### src/rtl/cpu_ctrl_pkg.sv
// Shared encodings for the multi-cycle control sequencer.
// Opcodes, funct codes, ALU ops, pc_src selects and states.
package cpu_ctrl_pkg;

  localparam logic [3:0] OP_RTYPE = 4'd0;
  localparam logic [3:0] OP_LW    = 4'd1;
  localparam logic [3:0] OP_SW    = 4'd2;
  localparam logic [3:0] OP_ADDI  = 4'd3;
  localparam logic [3:0] OP_BEQ   = 4'd4;
  localparam logic [3:0] OP_BNE   = 4'd5;
  localparam logic [3:0] OP_J     = 4'd6;

  localparam logic [3:0] F_ADD = 4'd0;
  localparam logic [3:0] F_SUB = 4'd1;
  localparam logic [3:0] F_SLL = 4'd2;
  localparam logic [3:0] F_AND = 4'd3;

  localparam logic [3:0] ALU_ADD = 4'd0;
  localparam logic [3:0] ALU_SUB = 4'd1;
  localparam logic [3:0] ALU_SLL = 4'd2;
  localparam logic [3:0] ALU_AND = 4'd3;

  localparam logic [1:0] PC_PLUS2 = 2'b00;
  localparam logic [1:0] PC_BR    = 2'b01;
  localparam logic [1:0] PC_JMP   = 2'b10;

  typedef enum logic [2:0] {
    S_FETCH,
    S_DECODE,
    S_EXEC,
    S_MEM,
    S_WB,
    S_BRANCH,
    S_JUMP,
    S_TRAP
  } state_t;

endpackage

### src/rtl/alu_op_decoder.sv
// R-type funct to ALU operation decode.
// Flags encodings outside the supported set as illegal.
module alu_op_decoder
  import cpu_ctrl_pkg::*;
#(
  parameter int FUNCT_W = 4,
  parameter int ALUOP_W = 4
) (
  input  logic [FUNCT_W-1:0] funct,
  output logic [ALUOP_W-1:0] alu_op,
  output logic               funct_legal
);

  // funct lookup; unknown codes fall back to add but are flagged
  always_comb begin
    alu_op      = ALUOP_W'(ALU_ADD);
    funct_legal = 1'b1;
    unique case (1'b1)
      (funct == FUNCT_W'(F_ADD)): alu_op = ALUOP_W'(ALU_ADD);
      (funct == FUNCT_W'(F_SUB)): alu_op = ALUOP_W'(ALU_SUB);
      (funct == FUNCT_W'(F_SLL)): alu_op = ALUOP_W'(ALU_SLL);
      (funct == FUNCT_W'(F_AND)): alu_op = ALUOP_W'(ALU_AND);
      default:                    funct_legal = 1'b0;
    endcase
  end

endmodule

### src/rtl/multicycle_control_fsm.sv
// Multi-cycle control sequencer for the 16-bit CPU.
// FETCH/DECODE/EXEC/MEM/WB stepping with memory timeout and traps.
module multicycle_control_fsm
  import cpu_ctrl_pkg::*;
#(
  parameter int OPC_W       = 4,
  parameter int FUNCT_W     = 4,
  parameter int ALUOP_W     = 4,
  parameter int MEM_TIMEOUT = 15
) (
  input  logic               clk,
  input  logic               reset,
  input  logic [OPC_W-1:0]   opcode,
  input  logic [FUNCT_W-1:0] funct,
  input  logic               alu_zero,
  input  logic               mem_ready,
  output logic               mem_req,
  output logic               mem_we,
  output logic               i_or_d,
  output logic               ir_write,
  output logic               pc_write,
  output logic [1:0]         pc_src,
  output logic [ALUOP_W-1:0] alu_op,
  output logic               alu_src,
  output logic               reg_write,
  output logic               mem_to_reg,
  output logic               illegal_op,
  output logic               bus_err,
  output logic               busy
);

  localparam int CNT_W = $clog2(MEM_TIMEOUT + 1);

  state_t             state_q, state_d;
  logic [CNT_W-1:0]   wait_q;
  logic               ill_q, bus_q;
  logic               set_ill, set_bus;
  logic [ALUOP_W-1:0] dec_op;
  logic               funct_ok;
  logic               in_mem;
  logic               waiting, timeout;
  logic               is_r, is_lw, is_sw;
  logic               is_addi, is_beq, is_bne, is_j;

  alu_op_decoder #(
    .FUNCT_W(FUNCT_W),
    .ALUOP_W(ALUOP_W)
  ) u_alu_dec (
    .funct      (funct),
    .alu_op     (dec_op),
    .funct_legal(funct_ok)
  );

  assign is_r    = opcode == OPC_W'(OP_RTYPE);
  assign is_lw   = opcode == OPC_W'(OP_LW);
  assign is_sw   = opcode == OPC_W'(OP_SW);
  assign is_addi = opcode == OPC_W'(OP_ADDI);
  assign is_beq  = opcode == OPC_W'(OP_BEQ);
  assign is_bne  = opcode == OPC_W'(OP_BNE);
  assign is_j    = opcode == OPC_W'(OP_J);

  assign in_mem  = (state_q == S_FETCH) || (state_q == S_MEM);
  assign waiting = in_mem && !mem_ready;
  assign timeout = waiting && (wait_q == CNT_W'(MEM_TIMEOUT));

  // state, wait counter and sticky trap flags
  always_ff @(posedge clk) begin
    if (reset) begin
      state_q <= S_FETCH;
      wait_q  <= '0;
      ill_q   <= 1'b0;
      bus_q   <= 1'b0;
    end else begin
      state_q <= state_d;
      if (state_d != state_q)
        wait_q <= '0;
      else if (waiting)
        wait_q <= wait_q + CNT_W'(1);
      ill_q <= ill_q | set_ill;
      bus_q <= bus_q | set_bus;
    end
  end

  // next-state selection and trap causes
  always_comb begin
    state_d = state_q;
    set_ill = 1'b0;
    set_bus = 1'b0;
    unique case (state_q)
      S_FETCH: begin
        if (mem_ready) begin
          state_d = S_DECODE;
        end else if (timeout) begin
          state_d = S_TRAP;
          set_bus = 1'b1;
        end
      end
      S_DECODE: begin
        unique case (1'b1)
          is_r: begin
            state_d = funct_ok ? S_EXEC : S_TRAP;
            set_ill = !funct_ok;
          end
          (is_lw || is_sw || is_addi): state_d = S_EXEC;
          (is_beq || is_bne):          state_d = S_BRANCH;
          is_j:                        state_d = S_JUMP;
          default: begin
            state_d = S_TRAP;
            set_ill = 1'b1;
          end
        endcase
      end
      S_EXEC:   state_d = (is_lw || is_sw) ? S_MEM : S_WB;
      S_MEM: begin
        if (mem_ready) begin
          state_d = is_lw ? S_WB : S_FETCH;
        end else if (timeout) begin
          state_d = S_TRAP;
          set_bus = 1'b1;
        end
      end
      S_WB:     state_d = S_FETCH;
      S_BRANCH: state_d = S_FETCH;
      S_JUMP:   state_d = S_FETCH;
      S_TRAP:   state_d = S_TRAP;
    endcase
  end

  // Moore strobe decode, forced low while reset is held
  always_comb begin
    mem_req    = 1'b0;
    mem_we     = 1'b0;
    i_or_d     = 1'b0;
    ir_write   = 1'b0;
    pc_write   = 1'b0;
    pc_src     = PC_PLUS2;
    alu_op     = ALUOP_W'(ALU_ADD);
    alu_src    = 1'b0;
    reg_write  = 1'b0;
    mem_to_reg = 1'b0;
    busy       = state_q != S_TRAP;
    illegal_op = ill_q;
    bus_err    = bus_q;
    unique case (state_q)
      S_FETCH: begin
        mem_req  = 1'b1;
        ir_write = mem_ready;
        pc_write = mem_ready;
      end
      S_DECODE: ;
      S_EXEC: begin
        alu_src = !is_r;
        alu_op  = is_r ? dec_op : ALUOP_W'(ALU_ADD);
      end
      S_MEM: begin
        mem_req = 1'b1;
        i_or_d  = 1'b1;
        mem_we  = is_sw;
      end
      S_WB: begin
        reg_write  = 1'b1;
        mem_to_reg = is_lw;
      end
      S_BRANCH: begin
        alu_op   = ALUOP_W'(ALU_SUB);
        pc_src   = PC_BR;
        pc_write = is_beq ? alu_zero : !alu_zero;
      end
      S_JUMP: begin
        pc_write = 1'b1;
        pc_src   = PC_JMP;
      end
      S_TRAP: ;
    endcase
    if (reset) begin
      mem_req    = 1'b0;
      mem_we     = 1'b0;
      i_or_d     = 1'b0;
      ir_write   = 1'b0;
      pc_write   = 1'b0;
      pc_src     = PC_PLUS2;
      alu_op     = '0;
      alu_src    = 1'b0;
      reg_write  = 1'b0;
      mem_to_reg = 1'b0;
      busy       = 1'b0;
      illegal_op = 1'b0;
      bus_err    = 1'b0;
    end
  end

endmodule
### config.mk
export PLATFORM = sky130hd
export DESIGN_NAME = multicycle_control_fsm
export DESIGN_NICKNAME = d
export VERILOG_FILES = /design/src/rtl/cpu_ctrl_pkg.sv /design/src/rtl/alu_op_decoder.sv /design/src/rtl/multicycle_control_fsm.sv
export SDC_FILE = /design/constraint.sdc
export NUM_CORES = 1
export LEC_CHECK = 0
export ABC_AREA = 1
export BUFFER_PORTS_ARGS = -buffer_cell sky130_fd_sc_hd__clkbuf_2
export CORE_ASPECT_RATIO = 0.7
export CORE_MARGIN = 2
export CORE_UTILIZATION = 40
export DETAILED_ROUTE_END_ITERATION = 12
export PLACE_DENSITY_LB_ADDON = 0.12
export SYNTH_ARGS = -nofsm -noshare
export SYNTH_HDL_FRONTEND = slang
export SYNTH_SLANG_ARGS = --single-unit
### constraint.sdc
create_clock -name clk -period 1.5 [get_ports clk]
set_input_delay 0.15 -clock clk [delete_from_list [all_inputs] [get_ports clk]]
set_output_delay 0.15 -clock clk [all_outputs]
set_load 0.05 [all_outputs]
==> results of run 1 <==
==> power groups by stage <==
stage               sequential [W]  combinational, W  clock, W
floorplan                 0.000275          0.000290         0
global placement          0.000272          0.000400         0
detailed placement        0.000273          0.000402         0
CTS                       0.000277          0.000483  0.000197
global route              0.000281          0.000626  0.000211
finish                    0.000281          0.000594  0.000194
==> what timing repair did <==
item / CTS / global route
endpoints found under the setup margin: 15 / 16
gates resized for setup: 45 / 47
setup buffers: 5 / 3
pin swaps: 10 / 21
==> metal layers <==
layer | vias to the layer above | share of wire | wire [microns] | global-route usage
met1 | 513 | 0.43 | 1399 | 0.3284
met4 | 0 | 0.041 | 133 | 0.05455
met5 | - | 0 | 0 | 0
met2 | 56 | 0.45 | 1469 | 0.3133
li1 | 515 | - | - | -
met3 | 13 | 0.073 | 237 | 0.07407
==> cell usage in the layout (no fill, tap or decap), types with 2 or more instances in the layout <==
| cell | count |
|---|---|
| nand2_2 | 5 |
| dfxtp_1 | 6 |
| xor2_1 | 2 |
| a21oi_1 | 6 |
| nor2_2 | 8 |
| inv_1 | 18 |
| dfxtp_4 | 3 |
| buf_4 | 15 |
| nor2_4 | 6 |
| buf_6 | 6 |
| nand2_4 | 7 |
| inv_2 | 3 |
| nor2_1 | 13 |
| nor3_4 | 3 |
| nand3_2 | 4 |
| clkbuf_4 | 3 |
| nand3_4 | 4 |
| clkbuf_2 | 15 |
| nor3_2 | 5 |
| inv_4 | 4 |
| conb_1 | 2 |
| buf_8 | 6 |
| nand3_1 | 3 |
| nand2_1 | 19 |
==> cell type report <==
type                       count  area, sq um  area share
sequential                     9        191.4      0.1305
clock buffer                   4        26.28     0.01792
timing repair buffer          43        370.4      0.2526
tap                           22        27.53     0.01877
inverter                      25        103.9     0.07082
multi-input combinational    100        747.0      0.5094
==> through the flow <==
stage | instances | total power, W | hold slack (ns) | cell area (sq um) | utilization
6_report | 203 | 0.001069 | 0.3291 | 1466 | 0.7640
5_1_grt | 203 | 0.001118 | 0.3545 | 1466 | 0.7640
4_1_cts | 200 | 0.0009561 | 0.3011 | 1297 | 0.6760
3_5_place_dp | 192 | 0.0006752 | 0.4531 | 1085 | 0.5652
3_3_place_gp | 192 | 0.0006721 | 0.4448 | 1085 | 0.5652
2_1_floorplan | 138 | 0.0005650 | 0.4275 | 874.6 | -
==> worst min-delay path: stages <==
cell	delay [ns]
clkbuf_2	0.11
o21bai_1	0.12
o21ai_0	0.09
a21oi_1	0.11
==> logic make-up (layout without fill, tap and decap cells) <==
logic type / count (synthesis) / in the layout / share of synthesized area
simple gates: 79 / 79 / 0.4926
flops: 9 / 9 / 0.2143
xor+xnor: 3 / 3 / 0.03126
fa+ha+maj: 1 / 1 / 0.01488
mux: 1 / 1 / 0.01191
other cells: 1 / 2 / 0.004460
buf+inv: 29 / 72 / 0.1384
compound gates: 14 / 14 / 0.09227
==> worst max path at each step <==
stage                     depth (start not counted)             startpoint                     end
final                                             7  state_q[2]$_SDFF_PP0_                pc_write
after global placement                            7  state_q[1]$_SDFF_PP0_                pc_write
after CTS                                         6  state_q[1]$_SDFF_PP0_               alu_op[0]
after detailed placement                          7  state_q[1]$_SDFF_PP0_                pc_write
after floorplan                                   4  state_q[1]$_SDFF_PP0_               alu_op[0]
after global routing                             10  state_q[1]$_SDFF_PP0_  wait_q[1]$_SDFFE_PP0P_
==> registers in the layout (all words and copies together) (netlist names) <==
signal / count
bus_q: 1
wait_q: 4
state_q: 3
ill_q: 1
==> flow_summary.ini, run 1 <==
[global_route]
grt_overflow = 0
grt_pass1_vias = 951
grt_pass1_wl_microns = 4257
antenna_found_initial = 0
grt_usage = 0.2246
grt_max_degree = 16

[finish]
fillCellCount = 128
diodes = 0
syn_to_final_growth_pct = 74.41
nets = 195
drive_above_1_share = 0.5691

[floorplanning]
io_pins = 29
dieHeight_microns = 42.36
start_util = 0.4381
fp-row-count = 13
die-area_sq_um = 2491
fp.dieW_microns = 58.80
core-area_sq_um = 1919

[critical_path]
reg2reg_from = wait_q[1]$_SDFFE_PP0P_
worstPathArrival_ns = 1.51
crit_family = flip-flops
reg2regPathDepth = 8
crit_slowest_cell = dfxtp_4
slowest_delay_ns = 0.38
critical_path.max_fanout = 4
critical_path_required_ns = 1.35
start_kind = register
crit_type = register to output port
critPathCaptureType = output port
reg2reg_to = wait_q[0]$_SDFFE_PP0P_
crit_buf_inv = 2
path_cells = buf_6 > nand2_4 > nor2_4 > o21ai_1 > a21oi_1 > or2_4 > clkbuf_16
rrSetupSlack_ns = -0.13

[cts]
cts_tree = built
cts_hold_buf = 0
cts_htree_levels = 1
cts_max_path_buffers = 2
numClockSinks = 9
insertion_delay_ns = 0.27
clk_root_buffer_cell = clkbuf_4
cts_buffers = 3
cts.clk_slew.worst_paths_ns = 0.07

[run]
cap_violations = 0

[logic_synthesis]
yosysSeqAreaShare = 0.2143
synth_cells = 137
netlist_top_cells_count = nand2_1 (26), nor2_1 (24), inv_1 (22)
synth_area_sq_um = 840.8
async_reset_ff_frac = 0
post-synth-top-count-cell = nand2_1
synth_ff_type = dfxtp_1
yosysUniqueCellTypes = 27
synth_edf_count = 0
synth.top_cell.area_share = 0.2143
synth.avg_cell_area_sq_um = 6.137
yosys_warnings = 0
ys_ff_latch = 9
yosysTopAreaCell = dfxtp_1
netlist_top_cells_area = dfxtp_1 (21%), nand2_1 (12%), nor2_1 (11%)

[timing]
slew_violations = 0
setup_viol = 11
fmaxAchievable_mhz = 601.4
rsz0062_at_grt = yes
post-route-min-period_ns = 1.663
finClkSkew_ns = 0.01172
setup_slack_ns = -0.1627
finalCritPeriodShare = 1.108
setup_tns_ns = -1.002
finalHoldViolations = 0

[power_and_ir_drop]
sw_frac_of_total = 0.4483
p_sw_w = 0.0004794
leakage_nw = 0.7162
p_int_w = 0.0005900
vdd_ir_drop_max_uv = 571.1
combPwrFrac = 0.556
power_density_nw_per_um2 = 729.3
clkPwrFrac = 0.182
seqPwrFrac = 0.262

[placement]
place_congestion = 0.8449
pre_cts_ws_ns = -0.04120
dpl.hpwl_microns = 1775
portBuffers = 26

[run_status]
violations = design-rule violations, negative setup slack
status = finished, violations left

[drt]
drt_iter0_markers = 70
drc_errors = 2
wl_microns = 3240
wire_per_inst_microns = 15.96
viasPerCell = 5.404
vias = 1097
first_pass_iters = 8
ant_nets = 0

[min_path]
min_to = ill_q$_SDFF_PP0_
whs_path_depth = 4
hold_path.class = input port to register
hp-start = opcode[3]
Power figures use the tool's default switching activity.
==> run 2: changes to the inputs <==
--- a/config.mk
+++ b/config.mk
@@ -7,10 +7,12 @@
 export LEC_CHECK = 0
 export ABC_AREA = 1
 export BUFFER_PORTS_ARGS = -buffer_cell sky130_fd_sc_hd__clkbuf_2
+export CAP_MARGIN = 15
 export CORE_ASPECT_RATIO = 0.7
 export CORE_MARGIN = 2
 export CORE_UTILIZATION = 40
 export DETAILED_ROUTE_END_ITERATION = 12
+export MAX_ROUTING_LAYER = met4
 export PLACE_DENSITY_LB_ADDON = 0.12
 export SYNTH_ARGS = -nofsm -noshare
 export SYNTH_HDL_FRONTEND = slang
==> run 2 against run 1 <==
  * The run still ends with design-rule violations, negative setup slack left
  * Combinational power is essentially flat
  * Register-to-register slack about the same
  * Sequential share of layout area stayed put
  * Hold slack worse by 0.0044 ns
  * Wire length decreased by 1.4%
  * Critical path depth unchanged
  * Clock skew fell by 0.0046 ns
  * Critical endpoint unchanged
==> flow_summary.ini, run 2 (synthesis gave the netlist of run 1 again) <==
[critical_path]
path_cells = buf_6 > nand2_4 > nor2_4 > o21ai_1 > a21oi_1 > or2_4 > clkbuf_16
critical_path_required_ns = 1.35
reg2regPathDepth = 8
crit_type = register to output port
crit_buf_inv = 2
critical_path.max_fanout = 4
reg2reg_from = wait_q[1]$_SDFFE_PP0P_
rrSetupSlack_ns = -0.12
crit_family = flip-flops
cp.depth = 7
slowest_delay_ns = 0.38
reg2reg_to = wait_q[0]$_SDFFE_PP0P_
start_kind = register
critPathCaptureType = output port
crit_slowest_cell = dfxtp_4
worstPathArrival_ns = 1.53

[global_route]
use_met3 = 0.07407
grt-busiest-layer = met1
antenna_found_initial = 0
gr-usage-met2 = 0.3156
grt_max_degree = 16
grt_usage = 0.2294
grt_pass1_wl_microns = 4243
grt_overflow = 0
grt_util_met1 = 0.3228
grt_pass1_vias = 952

[min_path]
hold_path.class = input port to register
hp-start = reset
whs_path_depth = 3
min_to = state_q[2]$_SDFF_PP0_

[cts]
clk_root_buffer_cell = clkbuf_4
cts_tree = built
cts_max_path_buffers = 2
insertion_delay_ns = 0.27
cts_buffers = 3
cts_htree_levels = 1
cts.clk_slew.worst_paths_ns = 0.05
numClockSinks = 9

[finish]
largest_reg_flops = 4
drive_above_1_share = 0.5691
syn_to_final_growth_pct = 74.41
final_area_sq_um = 1466
reg.largest.list = wait_q x4, state_q x3
nets = 195
final_common_cell = nand2_1
fillCellCount = 128
mostFrequentLayoutCells = nand2_1 (19), inv_1 (18), clkbuf_2 (15), buf_4 (15), nor2_1 (13)
regMostFlops = wait_q
diodes = 0

[timing]
post-route-min-period_ns = 1.676
setup_viol = 11
setup_slack_ns = -0.1758
finClkSkew_ns = 0.007086
finalHoldViolations = 0
fmaxAchievable_mhz = 596.7
rsz0062_at_grt = yes
hold-worst-slack_ns = 0.3247
finalCritPeriodShare = 1.117
slew_violations = 0

[placement]
place_congestion = 0.8581
portBuffers = 26
dpl.hpwl_microns = 1775
placed_area_sq_um = 1085

[drt]
viasPerCell = 5.256
wire_per_inst_microns = 15.74
vias = 1067
wl_microns = 3195
drc_errors = 2
drt_iter0_markers = 77
ant_nets = 0
first_pass_iters = 8

[power_and_ir_drop]
seqPwrFrac = 0.264
finalPower_w = 0.001065
p_int_w = 0.0005901
power_density_nw_per_um2 = 726.0
leakage_nw = 0.7162
sw_frac_of_total = 0.4457
p_sw_w = 0.0004745
combPwrFrac = 0.556
clkPwrFrac = 0.181
vdd_ir_drop_max_uv = 571.8

[floorplanning]
die-area_sq_um = 2491
dieHeight_microns = 42.36
fp-row-count = 13
fp.dieW_microns = 58.80
io_pins = 29
start_util = 0.4381
core-area_sq_um = 1919

[run_status]
status = finished, violations left
violations = design-rule violations, negative setup slack

[run]
cap_violations = 0
[run 2: cell counts in the layout (fill, tap and decap cells not counted)]
Identical to the previous run, type by type.
[run 2: worst max path at each step]
stage | start | to
2_1_floorplan | state_q[1]$_SDFF_PP0_ | alu_op[0]
3_3_place_gp | state_q[1]$_SDFF_PP0_ | pc_write
3_5_place_dp | state_q[1]$_SDFF_PP0_ | pc_write
4_1_cts | state_q[1]$_SDFF_PP0_ | alu_op[0]
5_1_grt | state_q[1]$_SDFF_PP0_ | wait_q[1]$_SDFFE_PP0P_
6_report | state_q[2]$_SDFF_PP0_ | pc_write
[run 2: layout make-up]
class | instances | area, sq um | area share
clock buffer | 4 | 26.28 | 0.01792
inverter | 25 | 103.9 | 0.07082
multi-input combinational | 100 | 747.0 | 0.5094
sequential | 9 | 191.4 | 0.1305
tap | 22 | 27.53 | 0.01877
timing repair buffer | 43 | 370.4 | 0.2526
[run 2: metal layers]
metal / vias to the layer above / wire (microns) / part of all wire
met2: 61 / 1475 / 0.46
met3: 12 / 232 / 0.073
li1: 514 / - / -
met4: 0 / 121 / 0.038
met1: 480 / 1366 / 0.43
met5: - / 0 / 0
[run 2: power by group through the flow]
stage,combinational (W),sequential (W),clock (W)
floorplan,0.000290,0.000275,0
global placement,0.000400,0.000272,0
detailed placement,0.000402,0.000273,0
CTS,0.000483,0.000277,0.000197
global route,0.000626,0.000281,0.000209
finish,0.000592,0.000281,0.000192
[run 2: what timing repair did]
action / 4_1_cts / 5_1_grt
endpoints found under the setup margin: 15 / 16
pin swaps: 10 / 21
hold buffers: 0 / 0
resized for setup: 45 / 47
setup buffers: 5 / 3
[run 2: per-stage QoR]
step             util  worst slack, ns  std cells  setup TNS [ns]
2_1_floorplan       -          -0.2101        138         -0.4993
3_3_place_gp   0.5652         -0.04287        192         -0.1311
3_5_place_dp   0.5652         -0.04120        192        -0.09924
4_1_cts        0.6760         -0.05088        200         -0.3547
5_1_grt        0.7640          -0.2292        203          -1.740
6_report       0.7640          -0.1758        203         -0.9298
[run 2: tightest hold or removal path, delay by kind of cell]
family	cells	cell delay, ns
buffers and inverters	2	0.30
AND/OR/NAND/NOR	1	0.11
